### src/rtl/sat_counter.sv
// Saturating up-counter with synchronous clear and asynchronous active-high reset.
// Once the count reaches its all-ones value it holds there until cleared or reset.
module sat_counter #(
  parameter int width = 8
) (
  input  logic             clock,
  input  logic             reset,
  input  logic             inc,
  input  logic             clr,
  output logic [width-1:0] count
);

  localparam logic [width-1:0] CNT_MAX = {width{1'b1}};
  localparam logic [width-1:0] CNT_ONE = {{(width-1){1'b0}}, 1'b1};

  logic [width-1:0] count_r;

  // Count register: clear wins over increment, increment stops at all-ones.
  always_ff @(posedge clock or posedge reset) begin
    if (reset) begin
      count_r <= {width{1'b0}};
    end else if (clr) begin
      count_r <= {width{1'b0}};
    end else if (inc && (count_r != CNT_MAX)) begin
      count_r <= count_r + CNT_ONE;
    end else begin
      count_r <= count_r;
    end
  end

  assign count = count_r;

endmodule

### config.mk
export PLATFORM = sky130hd
export DESIGN_NAME = sat_counter
export DESIGN_NICKNAME = d
export VERILOG_FILES = /design/src/rtl/sat_counter.sv
export SDC_FILE = /design/constraint.sdc
export NUM_CORES = 1
export LEC_CHECK = 0
export BUFFER_PORTS_ARGS = -buffer_cell sky130_fd_sc_hd__buf_2
export CAP_MARGIN = 10
export CORE_AREA = 2 2 39 41
export DETAILED_ROUTE_END_ITERATION = 16
export DIE_AREA = 0 0 41 43
export PLACE_DENSITY_LB_ADDON = 0.08
export SETUP_SLACK_MARGIN = 0.2
export SYNTH_ARGS = -nofsm -noshare
export SYNTH_HDL_FRONTEND = slang
export SYNTH_SLANG_ARGS = --single-unit
### constraint.sdc
create_clock -name clock -period 2.37 [get_ports clock]
set_clock_uncertainty 0.1 [all_clocks]
set_input_delay 0.474 -clock clock [delete_from_list [all_inputs] [get_ports clock]]
set_output_delay 0.474 -clock clock [all_outputs]
set_load 0.05 [all_outputs]
* Word-level counts from Yosys, hierarchy flattened
Cells that the tools add are included.
Storage, ports and cells: bits in registers 8, latch bits 0, memory bits (writable) 0, ROM bits 0, input bits 4, output and inout bits 8, memories 0
Operators by class: $add $sub $neg 1, $mul 0, divide/modulo/power cells 0, magnitude comparators 0, equality and inequality tests 1, shifts and indexed selects 0, muxes and demuxes 2, bitwise gates (word level) 0, reduce and logical (&&, ||, !) cells 2
Operators by type and width (count):
- $mux W8 | 2
- $add A8 B1 Y8 const B | 1
- $ne A8 B8 Y1 const B | 1
- $reduce_bool A2 Y1 | 1
- $logic_and A1 B1 Y1 | 1

* Logic depth before layout (Yosys ltp)
depth in word-level cells 4, mapped depth 4

* Worst setup path after synthesis
No wires, ideal clock.
kind flip-flop to flip-flop, from register count_r[0], in the netlist count[0], to register count_r[5], in the netlist count[5], library setup time 125 ps, data arrival time 1689 ps, required time 2145 ps, slack 456 ps, cell stages (with the launch flop) 5, period minus slack after synthesis 1914 ps, cells stage by stage dfrtp_1 ha_1 and3_1 a211oi_2 mux2_4
Between the ends: longest elaborated chain between the ends 3
RTL lines:
- from (decl) | RTL line 16 | logic [width-1:0] count_r;
- from (signal assigned) | RTL line 21 | count_r <= {width{1'b0}};
- from (signal assigned) | RTL line 23 | count_r <= {width{1'b0}};
- from (signal assigned) | RTL line 25 | count_r <= count_r + CNT_ONE;
- $add A8 B1 Y8 / $ne A8 B8 Y1 (equally long branches) | RTL line 25, 24
- $mux W8 / $logic_and A1 B1 Y1 (equally long branches) | RTL line 24 | end else if (inc && (count_r != CNT_MAX)) begin
- $mux W8 / $reduce_bool A2 Y1 (equally long branches)
Several ways; a longest one is shown, not always the timed one. The select of a mux whose other input is x is not followed. A chain may end at the register's enable or synchronous reset.

* Worst setup path after layout
Same ends and word-level chain as after synthesis.

==> impl_metrics.yaml <==
status:
  outcome: "completed"
cts:
  insertion_delay_ns: 0.26
  root_buffer: "clkbuf_4"
  cts_buffers: 3
  cts_hold_buf: 0
  cts_setup_buffers: 0
  cts-htree-levels: 1
  cts_tree: "yes"
  clockBufferDepth: 2
  cts_resized: 0
  clk_pin_slew_worst_paths_ns: 0.06
  cts_num_sinks: 8
die:
  core_um2: 1384
  num_io_pins: 12
  initial_core_util_pct: 36.44
  die_y_um: 43
  die_x_um: 41
  dieArea_um2: 1763
  num_rows: 14
pwr:
  power_frac_comb_pct: 12.8
  cellPowerDensity_nw_per_um2: 494.5
  p_switching_w: 0.00008012
  p_leak_nw: 0.3024
  ir_drop_v: 0.0001895
  power_frac_clock_pct: 37.7
  pwr-share-seq_pct: 49.5
  internal-power_w: 0.0002100
  switching_share_pct: 27.61
timing:
  drv_slew: 0
  finalHoldViolCount: 0
  period_needed_ns: 1.720
  grt_setup_unrepaired: "no"
  min_period_over_period_pct: 72.59
  tightest_slew_ns: 0.3214
  final-setup-viol-count: 0
  max_freq_mhz: 581.2
  relSlewSlack_pct: 78.55
  fin_tns_setup_ns: 0
finish:
  final_layout_size_suffix_gt1_share_pct: 36.07
  multi_input_area_um2: 281.5
  ff_latch_area_um2: 200.2
  largest_register_ffs: 8
  fillerInstances: 149
  syn_to_final_growth_pct: 16.38
  fin_area_um2: 586.8
  n_antenna_cell: 0
  final_nets: 68
logic_synthesis:
  ys_ff_latch: 8
  syn_avg_cell_area_um2: 10.29
  synth_fp_nets: 54
  yosys_warnings: 0
  ys_types: 25
  syn_area_um2: 504.2
  ys_seq_area_share_pct: 39.70
  syn_inst: 49
grt:
  grt_pass1_wl_mm: 1.676
  track_usage_pct: 14.68
  grt_start_max_net_pins: 11
  grt_pass1_vias: 381
  overflow: 0
  antenna_found_initial: 0
place:
  dp_hpwl_um: 747.8
  place.gp.congestion: 0.7545
  placed_area_um2: 564.3
  io_buffers: 11
drt:
  drt-wirelength-per-cell_um: 13.05
  wirelength_mm: 1.005
  drt_pass1_iterations: 4
  viasPerCell: 5.247
  drt_iter0_drc: 1
  drcViolationCount: 0
  drtAntennaViolNets: 0
  vias: 404
critical_path:
  cp-end-kind: "flop"
  crit_type: "reg -> reg"
  start_kind: "flop"
  arrival_ns: 1.77
  crit_path_max_fanout: 5
  required_ns: 2.42
hold_path:
  hold_path_class: "in -> async"
job:
  drv_cap: 0
## cell usage in the layout, fill, tap and decap left out, types with 2 or more instances in the layout
cell       n
a21oi_2    2
clkbuf_4   3
dfrtp_1    8
nand3_1    2
a21oi_1    2
inv_1      2
buf_2     11
nand4_1    2
nor2b_1    4
nand2_1    4
mux2_4     4
nor2_1     4
## stage by stage
stage	std cells	util [%]	total power (W)	worst slack, ns	hold slack [ns]
final	77	42.41	0.0002902	0.6495	0.05164
after global routing	77	42.41	0.0003080	0.5884	0.06760
after CTS	77	42.41	0.0002972	0.6548	0.07288
after detailed placement	74	40.78	0.0001841	0.6610	0.3538
after global placement	74	40.78	0.0001840	0.6872	0.3522
after floorplan	49	-	0.0001736	0.4561	0.1897
## layout make-up
type,instances,area share [%]
Multi-Input combinational cell,37,47.97
Sequential cell,8,34.12
Timing Repair Buffer,11,9.382
Clock buffer,3,3.838
Tap cell,16,3.412
Inverter,2,1.279
## cell families (layout without fill, tap and decap cells)
kind of cell / count (synthesis) / in the layout / synth area share (%)
AND/OR/NAND/NOR: 22 / 22 / 23.82
AO/OA/AOI/OAI: 9 / 9 / 15.63
flip-flops: 8 / 8 / 39.70
multiplexers: 5 / 5 / 13.90
buffers and inverters: 4 / 16 / 4.466
adder cells (fa/ha/maj): 1 / 1 / 2.481
## worst paths after layout
| path | start | end | slack, ns | depth (start not counted) |
|---|---|---|---|---|
| worst max-delay path | count[0]$_DFFE_PP0P_ | count[5]$_DFFE_PP0P_ | 0.65 | 4 |
| worst min-delay path | reset | count[5]$_DFFE_PP0P_ | 0.05 | 2 |
| worst max register to register | count[0]$_DFFE_PP0P_ | count[5]$_DFFE_PP0P_ | 0.65 | 4 |
| worst min register to register | count[1]$_DFFE_PP0P_ | count[1]$_DFFE_PP0P_ | 0.47 | 2 |
| max in group asynchronous | reset | count[0]$_DFFE_PP0P_ | 1.88 | 2 |
| min in group clock | clr | count[2]$_DFFE_PP0P_ | 0.42 | 2 |
## cells in the mapped netlist
library cell  count  area (um^2)
a21oi_1           2        10.01
o211a_1           1        10.01
nor2_1            4        15.01
nor3_1            1        5.000
and3_1            1        6.260
clkbuf_1          1        3.750
o21bai_1          1        7.510
nand2_1           4        15.01
mux2_4            4        60.06
a211oi_2          1        12.51
dfrtp_1           8        200.2
o311a_1           1        10.01
nand4b_1          1        8.760
a21oi_2           2        17.52
nor2b_1           4        25.02
inv_1             2        7.510
and4_1            1        8.760
ha_1              1        12.51
a21boi_2          1        11.26
buf_6             1        11.26
nand3_1           2        10.01
and2b_1           1        7.510
nand4_1           2        12.51
nand2b_1          1        6.260
mux2i_1           1        10.01
## power groups by stage
stage / Clock [W] / Sequential (W) / Combinational (W)
finish: 0.000109 / 0.000144 / 0.0000372
global route: 0.000123 / 0.000144 / 0.0000407
CTS: 0.000116 / 0.000143 / 0.0000382
global placement: 0 / 0.000146 / 0.0000381
floorplan: 0 / 0.000157 / 0.0000161
detailed placement: 0 / 0.000146 / 0.0000381
## metal layers
layer,vias up,routed length [um],track usage (%)
li1,200,-,-
met1,186,473,19.47
met2,13,447,20.31
met4,0,31,10.00
met5,-,0,0
met3,5,53,3.141
## worst max-delay path: stages, from the launching register on
cell,delay [ns]
dfrtp_1,0.41
ha_1,0.27
and3_1,0.25
a211oi_2,0.27
mux2_4,0.32
Power figures use the tool's default switching activity.
